### src/rtl/multiplexer_nto1_stream.sv
// N-to-1 streaming multiplexer with a registered output stage.
// Mode 0 forwards the channel picked by sel; mode 1 arbitrates round-robin
// among valid channels, starting the search just past the last winner.
module multiplexer_nto1_stream #(
    parameter int unsigned WIDTH    = 8,
    parameter int unsigned CHANNELS = 4,
    parameter int unsigned SEL_W    = 2
) (
    input  logic                      clk,
    input  logic                      rst_n,
    input  logic [CHANNELS*WIDTH-1:0] in_data,
    input  logic [CHANNELS-1:0]       in_valid,
    output logic [CHANNELS-1:0]       in_ready,
    input  logic                      mode,
    input  logic [SEL_W-1:0]          sel,
    output logic [WIDTH-1:0]          out_data,
    output logic [SEL_W-1:0]          out_chan,
    output logic                      out_valid,
    input  logic                      out_ready
);

    logic [WIDTH-1:0]    r_data;
    logic [SEL_W-1:0]    r_chan;
    logic                r_valid;
    logic [SEL_W-1:0]    r_ptr;

    logic                w_load_en;
    logic [CHANNELS-1:0] w_rot;
    logic                w_rr_vld;
    logic [SEL_W-1:0]    w_rr_idx;
    logic                w_sel_vld;
    logic                w_grant_vld;
    logic [SEL_W-1:0]    w_grant_idx;
    logic [WIDTH-1:0]    w_grant_data;

    // Modular add on channel indices, wrapping at CHANNELS (not at 2**SEL_W).
    function automatic logic [SEL_W-1:0] wrap_add(input logic [SEL_W-1:0] base,
                                                  input int unsigned off);
        int unsigned s;
        s = 32'(base) + off;
        if (s >= CHANNELS) s = s - CHANNELS;
        return SEL_W'(s);
    endfunction

    // Output register can take a new word when empty or being drained.
    assign w_load_en = !r_valid || out_ready;

    // Valid vector rotated so bit 0 is the channel at the round-robin pointer.
    assign w_rot = CHANNELS'({in_valid, in_valid} >> r_ptr);

    // Round-robin search: lowest rotated position wins, mapped back to a channel.
    always_comb begin
        w_rr_vld = 1'b0;
        w_rr_idx = '0;
        for (int k = int'(CHANNELS) - 1; k >= 0; k--) begin
            if (w_rot[k]) begin
                w_rr_vld = 1'b1;
                w_rr_idx = wrap_add(r_ptr, 32'(k));
            end
        end
    end

    // Fixed-select request; an out-of-range sel matches no channel.
    always_comb begin
        w_sel_vld = 1'b0;
        for (int i = 0; i < int'(CHANNELS); i++) begin
            if (sel == SEL_W'(i)) w_sel_vld = in_valid[i];
        end
    end

    // Pick the grant source according to mode.
    always_comb begin
        w_grant_vld = 1'b0;
        w_grant_idx = '0;
        if (mode) begin
            w_grant_vld = w_rr_vld;
            w_grant_idx = w_rr_idx;
        end else begin
            w_grant_vld = w_sel_vld;
            w_grant_idx = sel;
        end
    end

    // Data mux for the granted channel.
    always_comb begin
        w_grant_data = '0;
        for (int i = 0; i < int'(CHANNELS); i++) begin
            if (w_grant_idx == SEL_W'(i)) w_grant_data = in_data[i*WIDTH +: WIDTH];
        end
    end

    // One-hot ready toward the granted channel; forced low during reset.
    always_comb begin
        in_ready = '0;
        for (int i = 0; i < int'(CHANNELS); i++) begin
            in_ready[i] = rst_n && w_load_en && w_grant_vld && (w_grant_idx == SEL_W'(i));
        end
    end

    // Output register and round-robin pointer.
    always_ff @(posedge clk or negedge rst_n) begin
        if (!rst_n) begin
            r_valid <= 1'b0;
            r_data  <= '0;
            r_chan  <= '0;
            r_ptr   <= '0;
        end else if (w_load_en) begin
            if (w_grant_vld) begin
                r_valid <= 1'b1;
                r_data  <= w_grant_data;
                r_chan  <= w_grant_idx;
                if (mode) r_ptr <= wrap_add(w_grant_idx, 32'd1);
            end else begin
                // Data and channel hold; only valid drops.
                r_valid <= 1'b0;
            end
        end
    end

    assign out_data  = r_data;
    assign out_chan  = r_chan;
    assign out_valid = r_valid;

endmodule

### config.mk
export PLATFORM = sky130hd
export DESIGN_NAME = multiplexer_nto1_stream
export DESIGN_NICKNAME = d
export VERILOG_FILES = /design/src/rtl/multiplexer_nto1_stream.sv
export SDC_FILE = /design/constraint.sdc
export NUM_CORES = 1
export LEC_CHECK = 0
export BUFFER_PORTS_ARGS = -buffer_cell sky130_fd_sc_hd__buf_2
export CAP_MARGIN = 0
export CORE_MARGIN = 2
export CORE_UTILIZATION = 35
export CTS_CLUSTER_DIAMETER = 80
export DETAILED_ROUTE_END_ITERATION = 10
export SLEW_MARGIN = 0
export SYNTH_ARGS = -nofsm -noshare
export SYNTH_HDL_FRONTEND = slang
export SYNTH_SLANG_ARGS = --single-unit
### constraint.sdc
create_clock -name clk -period 6.4 [get_ports clk]
set_input_delay 1.28 -clock clk [delete_from_list [all_inputs] [get_ports clk]]
set_output_delay 1.28 -clock clk [all_outputs]
set_load 0.01 [all_outputs]
## After elaboration in Yosys (flattened, before gate mapping)

Index checks and enable logic that the tools add are counted.

| word-level totals | value |
|---|---|
| logic and storage cells | 61 |
| register bits | 13 |

| cells by class | value |
|---|---|
| equality and inequality tests | 6 |
| add/subtract/negate cells | 9 |
| $lt $le $gt $ge | 5 |
| mux-type cells | 24 |
| reduce and logical (&&, ||, !) cells | 12 |
| shifts and indexed selects | 1 |

Operators with widths:

| kind | count |
|---|---|
| 8-bit two-way mux | 4 |
| 2-bit two-way mux | 10 |
| 3-bit greater-or-equal comparator (second input constant) | 4 |
| 1-bit two-way mux | 10 |
| 2-bit by 1-bit subtractor with 2-bit output (second input constant) | 5 |
| 2-bit == test (second input constant) | 4 |
| 8-bit by 2-bit >> shifter with 4-bit output | 1 |
| 2-bit by 1-bit adder with 3-bit output (second input constant) | 2 |
| 2-bit by 2-bit adder with 3-bit output (second input constant) | 2 |
| 1-bit logical AND | 6 |
| 2-bit by 1-bit == test with 1-bit output (second input constant) | 2 |
| 2-bit zero test | 2 |
| 2-bit by 3-bit greater-or-equal comparator with 1-bit output (second input constant) | 1 |
| 3-bit AND reduction | 1 |
| 2-bit AND reduction | 1 |
| 1-bit zero test | 1 |
| 1-bit logical OR | 1 |

## Longest topological paths before layout

Gate-level depths: netlist (run 1).

| depth | value |
|---|---|
| depth after elaboration | 13 |
| gate-level depth with buffers | 11 |
| depth with buffers taken out | 9 |

## Worst setup path before layout (run 1)

Ideal clock, no wire load.

| timing path | value |
|---|---|
| path kind | input-to-output |
| from | in in_valid[2] |
| to | out in_ready[3] |
| data required time | 5.120 ns |
| path buffers | 3 |
| arrival time | 2.987 ns |
| path slack | 2.133 ns |
| stages on the path | 9 |
| cell sequence | buf_4 > nor3b_1 > a211oi_1 > o221a_1 > nor2_1 > ha_1 > buf_1 > clkbuf_1 > and3_1 |

| between the ends | value |
|---|---|
| longest elaborated chain between the ends | 8 |
| elaborated cells between the ends (all ways) | 16 |

Ends and longest elaborated chain:

| item | RTL line | source |
|---|---|---|
| start, declared | 12 | `input logic [CHANNELS-1:0] in_valid,` |
| 8-bit by 2-bit >> shifter with 4-bit output * | 49 | `assign w_rot = CHANNELS'({in_valid, in_valid} >> r_ptr);` |
| 2-bit two-way mux (3 in a row) | 56 | `if (w_rot[k]) begin` |
| 2-bit two-way mux * | 56 |  |
| 2-bit two-way mux * | 75 | `if (mode) begin` |
| named net w_grant_idx[0] | 33 | `logic [SEL_W-1:0] w_grant_idx;` |
| 2-bit == test * | 96 | `in_ready[i] = rst_n && w_load_en && w_grant_vld && (w_grant_idx == SEL_W'(i));` |
| 1-bit logical AND * | 96 |  |
| end, declared | 13 | `output logic [CHANNELS-1:0] in_ready,` |

The timed path passes the listed nets; every way through them passes the cells marked *.

## Final worst setup path (run 1)

Same ends and word-level chain as after synthesis.

==> summary.md, run 1 <==
| Metric | Value |
|---|---|
| I/O pin cnt | `57` |
| Final WL | `2.82 mm` |
| Synth unique cells | `36` |
| Post-Syn Area | `0.00107 mm²` |
| # hold bufs at CTS | `0` |
| CP peak stage delay | `roughly 0.6 ns` |
| Clock latency on the worst-skew pair | `approximately 0.28 ns` |
| Crit path max fanout | `17` |
| Leakage dissipation | `0.689 nW` |
| Post-synth EDFFs | `0` |
| Setup bufs post-CTS | `0` |
| Logic pwr share | `49.8%` |
| CP cell instances | `buf_2 > nor2b_1 > a311oi_1 > o31ai_1 > ha_1 > and3_1 > buf_2` |
| Drt wl/cell | `between 10 and 15 µm` |
| P_sw | `0.140 mW` |
| Worst-path clk slew | `0.09 ns` |
| Placed Area | `0.00134 mm²` |
| Clock root cell | `clkbuf_4` |
| Grt ovf | `0` |
| Die Ht | `59.2 µm` |
| Slew Limit Fails | `0` |
| Area growth, synth to finish | `28.4%` |
| Vias in the first global route | `1,011` |
| Cells after Synth | `between 100 and 150` |
| Period utilisation layout | `69.4%` |
| Clock Skews | `0.00271 ns` |
| Syn nets | `~160` |
| Final Wtd Congestion | `about 0.8` |
| Die width | `59.2 µm` |
| Fin nets | `211` |
| Initial antenna violation count | `0` |
| Die area | `0.00350 mm²` |
| Routed Antenna Nets | `0` |
| Vias per cell | `5.47` |
| Unrepaired setup endpoints after global routing | `false` |
| CP Capture Type | `output pin` |
| Worst hold slack | `0.491 ns` |
| Achievable Freq | `225 MHz` |
| CP Buf/Inv Count | `2` |
| Num CTS Buffers | `3` |
| Rows | `20` |
| DRC Markers | `0` |
| Most common flop cell mapped by yosys | `dfrtp_1` |
| First-pass DRT Iterations | `4` |
| Port Buf Inserts | `56` |
| Core area | `0.00298 mm²` |
| Slew of the pin with the lowest slew margin | `0.761 ns` |
| Arrival time at the worst endpoint | `3.16 ns` |
| Final setup fails | `0` |
| Post-synthesis async set-or-reset flop share | `100%` |
| Total chip power | `0.371 mW` |
| Clock power share | `between 10% and 20%` |
| Pwr dens | `271 mW/mm²` |
| Pint | `0.231 mW` |
| Initial core utilization | `between 30 and 40%` |
| Post-cts resize count | `0` |
| Yosys warning count | `0` |
| FILL cells | `300` |
| DRT iter0 DRCs | `approximately 60` |
| Worst endpoint required time | `around 5.1 ns` |
| Max stage delay cell, worst path | `ha_1` |
| Minimum clock period after layout | `4.44 ns` |
| Setup TNS | `0 ns` |
| Crit Path Class | `input pin to output pin` |
| Slack of the critical path | `1.96 ns` |
| Register area share after synthesis | `30.5%` |
| Yosys reg bits | `13` |
| Clock Sinks | `13` |
| VDD IR max | `95.1 µV` |
| Clock buffer depth | `2` |
| Slew HR | `49.2%` |
| H-tree levels | `1` |
| Hold Crit Class | `flip-flop to flip-flop` |
| Vias after detailed routing | `1,077` |
| Setup crit start kind | `input pin` |
| TritonCTS clock tree | `done` |
| Place WS | `between 1.5 and 2 ns` |
| Ant diodes | `0` |
| Reg power frac | `35.6%` |
| Final instance area | `between 0.001 and 0.0015 mm²` |
| Max cap viols | `0` |
| Fraction of final layout cells sized beyond drive strength 1 | `42.1%` |
| Switching Fraction | `37.7%` |
| Post-synthesis average cell area | `9.60 µm²` |
| Status | `finished clean` |
| First-pass GRT wire length | `4.48 mm` |
| Crit path top cell by count | `buf_2` |
| Post-DP HPWL | `around 2.2 mm` |
| GRT Resource Usage Total | `between 15 and 20%` |
| Hold Vio Cnt, Final | `0` |
| Largest net degree at the start of global routing | `18` |
| CP top delay family | `adder cells` |
## Yosys cell counts (2+ instances only)
library cell,count,area [µm²]
a21oi_1,4,20.0
clkbuf_1,3,11.3
inv_1,5,18.8
a221oi_1,7,61.3
mux2_4,6,90.1
nor2_1,3,11.3
nor4_1,2,12.5
nand2b_1,4,25.0
nor2b_1,9,56.3
and3_1,4,25.0
nand2_1,11,41.3
mux2_1,3,33.8
o31ai_1,8,60.1
o21ai_0,4,20.0
ha_1,4,50.1
buf_6,2,22.5
dfrtp_1,13,325
## stage by stage
step           cells  util (%)
2_1_floorplan    111         -
3_3_place_gp     193      45.1
3_5_place_dp     193      45.1
4_1_cts          197      46.0
5_1_grt          197      46.0
6_report         197      46.0
## power groups by stage
| stage | registers, mW | logic, mW | clock network (mW) |
|---|---|---|---|
| after floorplan | 0.144 | 0.112 | 0 |
| after global placement | 0.133 | 0.183 | 0 |
| after detailed placement | 0.134 | 0.186 | 0 |
| after CTS | 0.133 | 0.186 | 0.0575 |
| after global routing | 0.137 | 0.202 | 0.0607 |
| final | 0.132 | 0.185 | 0.0541 |
## registers in the layout, indices dropped and copies added (netlist names)
| name | count |
|---|---|
| out_chan | 2 |
| out_valid | 1 |
| out_data | 8 |
| r_ptr | 2 |
## area by class of cell
cell class / instances / area, µm² / share of cell area (%)
multi-input cells: 86 / 677 / 49.5
well taps: 33 / 41.3 / 3.02
clock buffers: 4 / 26.3 / 1.92
inverters: 5 / 18.8 / 1.37
flip-flops and latches: 13 / 325 / 23.8
repair buffers: 56 / 280 / 20.5
## kinds of logic (layout without fill, tap and decap cells)
group | count (synthesis) | after routing | share of synthesized area [%]
compound gates | 33 | 33 | 24.8
fa+ha+maj | 4 | 4 | 4.70
buf+inv | 12 | 65 | 5.99
flops | 13 | 13 | 30.5
mux | 10 | 10 | 13.7
simple gates | 39 | 39 | 20.3
## final timing paths
kind | cells after the start | startpoint | slack, ns | to
min in group asynchronous | 1 | rst_n | 0.90 | out_data[7]$_DFFE_PN0P_
max reg2reg | 9 | r_ptr[0]$_DFFE_PN0P_ | 3.67 | out_data[2]$_DFFE_PN0P_
min | 1 | out_data[0]$_DFFE_PN0P_ | 0.49 | out_data[0]$_DFFE_PN0P_
min reg2reg | 1 | out_data[0]$_DFFE_PN0P_ | 0.49 | out_data[0]$_DFFE_PN0P_
max | 7 | in_valid[2] | 1.96 | in_ready[3]
max in group asynchronous | 1 | rst_n | 5.24 | out_data[4]$_DFFE_PN0P_
## placed cells by master (no fill, tap or decap), types with 5 or more instances in the layout
cell type	count
a221oi_1	7
nor2b_1	9
inv_1	5
mux2_4	6
nand2_1	11
buf_2	56
dfrtp_1	13
o31ai_1	8
## layer usage
layer	vias to the layer above	share of wire, %	global-route usage, %
met5	-	0	0
met4	0	0.64	4.87
met3	2	7.4	4.37
met2	43	47	27.0
met1	508	45	22.1
li1	524	-	-
Note: power is estimated with default switching activity, not from simulation.
==> inputs of run 2 (changes only) <==
==> constraint.sdc (replaced) <==
create_clock -name clk -period 4.35 [get_ports clk]
set_input_delay 0.87 -clock clk [delete_from_list [all_inputs] [get_ports clk]]
set_output_delay 0.87 -clock clk [all_outputs]
set_load 0.01 [all_outputs]
==> summary.md, run 2 (same netlist as run 1, synthesis figures left out) <==
| Metric | Value |
|---|---|
| Worst hold slack | `0.489 ns` |
| Setup crit start kind | `input pin` |
| Clock Sinks | `13` |
| Slew of the pin with the lowest slew margin | `0.517 ns` |
| Worst endpoint required time | `between 3 and 4 ns` |
| Clock root cell | `clkbuf_4` |
| Clock Skews | `0.00290 ns` |
| P_sw | `0.203 mW` |
| Largest net degree at the start of global routing | `18` |
| Core area | `0.00298 mm²` |
| Clock buffer depth | `2` |
| Fin nets | `212` |
| GRT Resource Usage Total | `16.5%` |
| Achievable Freq | `278 MHz` |
| H-tree levels | `1` |
| Worst-path clk slew | `0.09 ns` |
| Grt ovf | `0` |
| Pint | `0.341 mW` |
| TritonCTS clock tree | `done` |
| Die Ht | `59.2 µm` |
| Die area | `0.00350 mm²` |
| Ant diodes | `0` |
| I/O pin cnt | `57` |
| Final setup fails | `0` |
| Leakage dissipation | `0.694 nW` |
| Area growth, synth to finish | `29.1%` |
| Vias per cell | `5.33` |
| Max cap viols | `0` |
| Commonest non-fill, non-tap cell in the layout | `buf_2` |
| Period utilisation layout | `82.8%` |
| Status | `finished clean` |
| Die width | `59.2 µm` |
| Crit path max fanout | `17` |
| Fraction of final layout cells sized beyond drive strength 1 | `42.4%` |
| Final Wtd Congestion | `a little over 0.8` |
| VDD IR max | `142 µV` |
| Vias after detailed routing | `1,056` |
| Total chip power | `0.544 mW` |
| Hold Crit Class | `input pin to asynchronous set/reset pin` |
| Placed cells | `194` |
| Fin cells | `198` |
| Minimum clock period after layout | `3.60 ns` |
| Final WL | `about 2.8 mm` |
| Post-cts resize count | `0` |
| Arrival time at the worst endpoint | `2.73 ns` |
| Vias in the first global route | `1,017` |
| DRC Markers | `0` |
| Clock latency on the worst-skew pair | `~0.27 ns` |
| Crit Path Class | `input pin to output pin` |
| Setup bufs post-CTS | `0` |
| Max reg flops | `8` |
| Port Buf Inserts | `56` |
| Initial core utilization | `a little over a third` |
| Drt wl/cell | `approximately 14 µm` |
| Logic pwr share | `50.0%` |
| Rows | `20` |
| Most frequent cells in the layout | `56 x buf_2, 13 x dfrtp_1, 11 x nand2_1` |
| Slew Limit Fails | `0` |
| CP Capture Type | `output pin` |
| Switching Fraction | `37.3%` |
| Routed Antenna Nets | `0` |
| Placed Area | `0.00135 mm²` |
| Pwr dens | `around 400 mW/mm²` |
| Post-DP HPWL | `between 2 and 2.5 mm` |
| First-pass DRT Iterations | `4` |
| Reg power frac | `35.8%` |
| DRT iter0 DRCs | `45` |
| Num CTS Buffers | `3` |
| Unrepaired setup endpoints after global routing | `false` |
| Setup TNS | `0 ns` |
| Slew HR | `65.2%` |
| First-pass GRT wire length | `4.44 mm` |
| Initial antenna violation count | `0` |
| # hold bufs at CTS | `0` |
| Final instance area | `0.00138 mm²` |
| Clock power share | `14.2%` |
| Hold Vio Cnt, Final | `0` |
run 2: per-stage QoR:
step	setup WS (ns)	util (%)
floorplan	0.903	-
global placement	0.833	45.3
detailed placement	0.739	45.3
CTS	0.741	46.2
global route	0.566	46.2
finish	0.748	46.2
run 2: layer usage:
| metal | global-route usage [%] | vias up | wire, µm |
|---|---|---|---|
| met5 | 0 | - | 0 |
| met4 | 3.25 | 0 | 23 |
| met3 | 5.02 | 4 | 158 |
| met2 | 28.7 | 32 | 1360 |
| met1 | 20.1 | 495 | 1300 |
| li1 | - | 525 | - |
run 2: worst paths after layout:
kind,depth (start not counted),end,start,slack [ns]
setup / recovery,8,in_ready[2],in_valid[2],0.75
hold / removal,1,out_data[7]$_DFFE_PN0P_,rst_n,0.49
setup reg to reg,9,out_data[0]$_DFFE_PN0P_,r_ptr[1]$_DFFE_PN0P_,1.61
hold reg to reg,1,out_data[0]$_DFFE_PN0P_,out_data[0]$_DFFE_PN0P_,0.49
max in group asynchronous,1,out_data[3]$_DFFE_PN0P_,rst_n,3.59
min in group clk,1,out_data[0]$_DFFE_PN0P_,out_data[0]$_DFFE_PN0P_,0.49
run 2: area by class of cell:
type | count | area [µm²]
Fill cell | 293 | 1600
Multi-Input combinational cell | 86 | 677
Sequential cell | 13 | 325
Timing Repair Buffer | 57 | 288
Tap cell | 33 | 41.3
Clock buffer | 4 | 26.3
Inverter | 5 | 18.8
run 2: power by group through the flow:
stage | Sequential, mW | Combinational [mW] | Clock (mW)
after floorplan | 0.212 | 0.164 | 0
after global placement | 0.196 | 0.270 | 0
after detailed placement | 0.198 | 0.274 | 0
after CTS | 0.196 | 0.274 | 0.0850
after global routing | 0.204 | 0.302 | 0.0911
final | 0.194 | 0.272 | 0.0773
run 2: worst max-delay path: stages:
cell      delay, ns
buf_2          0.19
and3b_1        0.20
a211oi_1       0.25
o221a_1        0.27
or2_1          0.15
ha_1           0.46
and3_1         0.22
buf_2          0.12
==> inputs of run 3 (changes only) <==
==> constraint.sdc (replaced) <==
create_clock -name clk -period 3.35 [get_ports clk]
set_input_delay 0.67 -clock clk [delete_from_list [all_inputs] [get_ports clk]]
set_output_delay 0.67 -clock clk [all_outputs]
set_load 0.01 [all_outputs]
==> summary.md, run 3 (same netlist as run 1, synthesis figures left out) <==
| Metric | Value |
|---|---|
| Status | `finished clean` |
| Die area | `roughly 0.0035 mm²` |
| Arrival time at the worst endpoint | `2.31 ns` |
| Core area | `0.00298 mm²` |
| Setup TNS | `0 ns` |
| Slack of the critical path | `0.367 ns` |
| Clock Skews | `between 0.004 and 0.005 ns` |
| I/O pin cnt | `57` |
| Crit path top cell by count | `buf_2` |
| Routed Antenna Nets | `0` |
| First-pass DRT Iterations | `4` |
| Largest net degree at the start of global routing | `18` |
| Die width | `59.2 µm` |
| Max reg flops | `8` |
| Fraction of final layout cells sized beyond drive strength 1 | `43.5%` |
| Vias in the first global route | `1,030` |
| Commonest non-fill, non-tap cell in the layout | `buf_2` |
| Placed Area | `0.00137 mm²` |
| TritonCTS clock tree | `done` |
| Pwr dens | `512 mW/mm²` |
| CP cell instances | `buf_2 > and3b_1 > a211oi_1 > o221a_1 > nor2_1 > ha_1 > and3_1 > buf_2` |
| Hold Crit Class | `input pin to asynchronous set/reset pin` |
| Setup bufs post-CTS | `0` |
| Minimum clock period after layout | `2.98 ns` |
| Place WS | `0.211 ns` |
| Unrepaired setup endpoints after global routing | `false` |
| Clock root cell | `clkbuf_4` |
| Grt ovf | `0` |
| Post-DP HPWL | `2.17 mm` |
| Num CTS Buffers | `3` |
| Fin nets | `between 200 and 250` |
| Slew Limit Fails | `0` |
| DRC Markers | `0` |
| Vias after detailed routing | `1,076` |
| Max stage delay cell, worst path | `ha_1` |
| Hold Vio Cnt, Final | `0` |
| H-tree levels | `1` |
| Clock buffer depth | `2` |
| Worst-path clk slew | `0.09 ns` |
| # hold bufs at CTS | `0` |
| Setup crit start kind | `input pin` |
| GRT Resource Usage Total | `16.4%` |
| VDD IR max | `between 150 and 200 µV` |
| Die Ht | `roughly 60 µm` |
| DRT iter0 DRCs | `33` |
| Final Wtd Congestion | `0.924` |
| Final instance area | `0.00140 mm²` |
| Achievable Freq | `335 MHz` |
| Slew HR | `around two thirds` |
| Clock latency on the worst-skew pair | `0.29 ns` |
| Most frequent cells in the layout | `56 x buf_2, 13 x dfrtp_1, 11 x nand2_1` |
| Worst endpoint required time | `around 2.7 ns` |
| Final WL | `between 2 and 3 mm` |
| First-pass GRT wire length | `4.43 mm` |
| Leakage dissipation | `slightly above 0.7 nW` |
| Slew of the pin with the lowest slew margin | `0.503 ns` |
| CP peak stage delay | `~0.32 ns` |
| Initial core utilization | `between 30% and 40%` |
| Crit Path Class | `input pin to output pin` |
| Crit path max fanout | `11` |
| Clock Sinks | `13` |
| Initial antenna violation count | `0` |
| CP Capture Type | `output pin` |
| Port Buf Inserts | `56` |
| Rows | `20` |
| Ant diodes | `0` |
| Area growth, synth to finish | `31.2%` |
| Drt wl/cell | `between 10 and 15 µm` |
| Period utilisation layout | `approximately nine tenths` |
| Fin cells | `201` |
| Total chip power | `0.716 mW` |
| Vias per cell | `5.35` |
| Final setup fails | `0` |
| Placed cells | `197` |
| Post-cts resize count | `0` |
| R2R setup slack | `0.62 ns` |
| Max cap viols | `0` |
==> run 3: changes by cell type in the layout (fill, tap and decap cells not counted), sizes merged <==
cell / previous run / this run
buf: 57 / 60
==> run 3: path summary, 6_finish.rpt <==
path,from,end,cells past startpoint
setup / recovery,in_valid[2],in_ready[1],8
hold reg to reg,out_data[1]$_DFFE_PN0P_,out_data[1]$_DFFE_PN0P_,1
min in group clk,out_data[1]$_DFFE_PN0P_,out_data[1]$_DFFE_PN0P_,1
max in group asynchronous,rst_n,out_valid$_DFFE_PN0N_,1
setup reg to reg,r_ptr[1]$_DFFE_PN0P_,out_data[5]$_DFFE_PN0P_,9
hold / removal,rst_n,out_data[6]$_DFFE_PN0P_,1
==> run 3: layer usage <==
layer	vias to the layer above	track usage [%]	share of wire, %
met4	0	6.17	0.44
met3	2	3.28	5.9
met2	36	25.7	49
li1	530	-	-
met5	-	0	0
met1	508	22.1	44
==> run 3: per-stage QoR <==
step	hold WS [ns]	util [%]
final	0.276	47.0
after global routing	0.299	47.0
after CTS	0.283	47.0
after detailed placement	0.481	46.1
after global placement	0.468	46.1
after floorplan	0.374	-
==> run 3: final cells by class <==
cell class	instances	area (µm²)
Tap cell	33	41.3
Fill cell	293	1580
Inverter	5	18.8
Timing Repair Buffer	60	310
Multi-Input combinational cell	86	677
Sequential cell	13	325
Clock buffer	4	26.3
==> run 3: report_power, final <==
group	internal, mW	total, mW	switching, mW	leakage (nW)
clock	0.0463	0.107	0.0608	0.0150
sequential	0.215	0.251	0.0360	0.157
combinational	0.186	0.357	0.172	0.538
==> run 3: critical path: cells and delay by family <==
kind / cells / cell delay, ns
simple gates: 3 / 0.47
compound gates: 2 / 0.52
fa+ha+maj: 1 / 0.32
buf+inv: 2 / 0.32
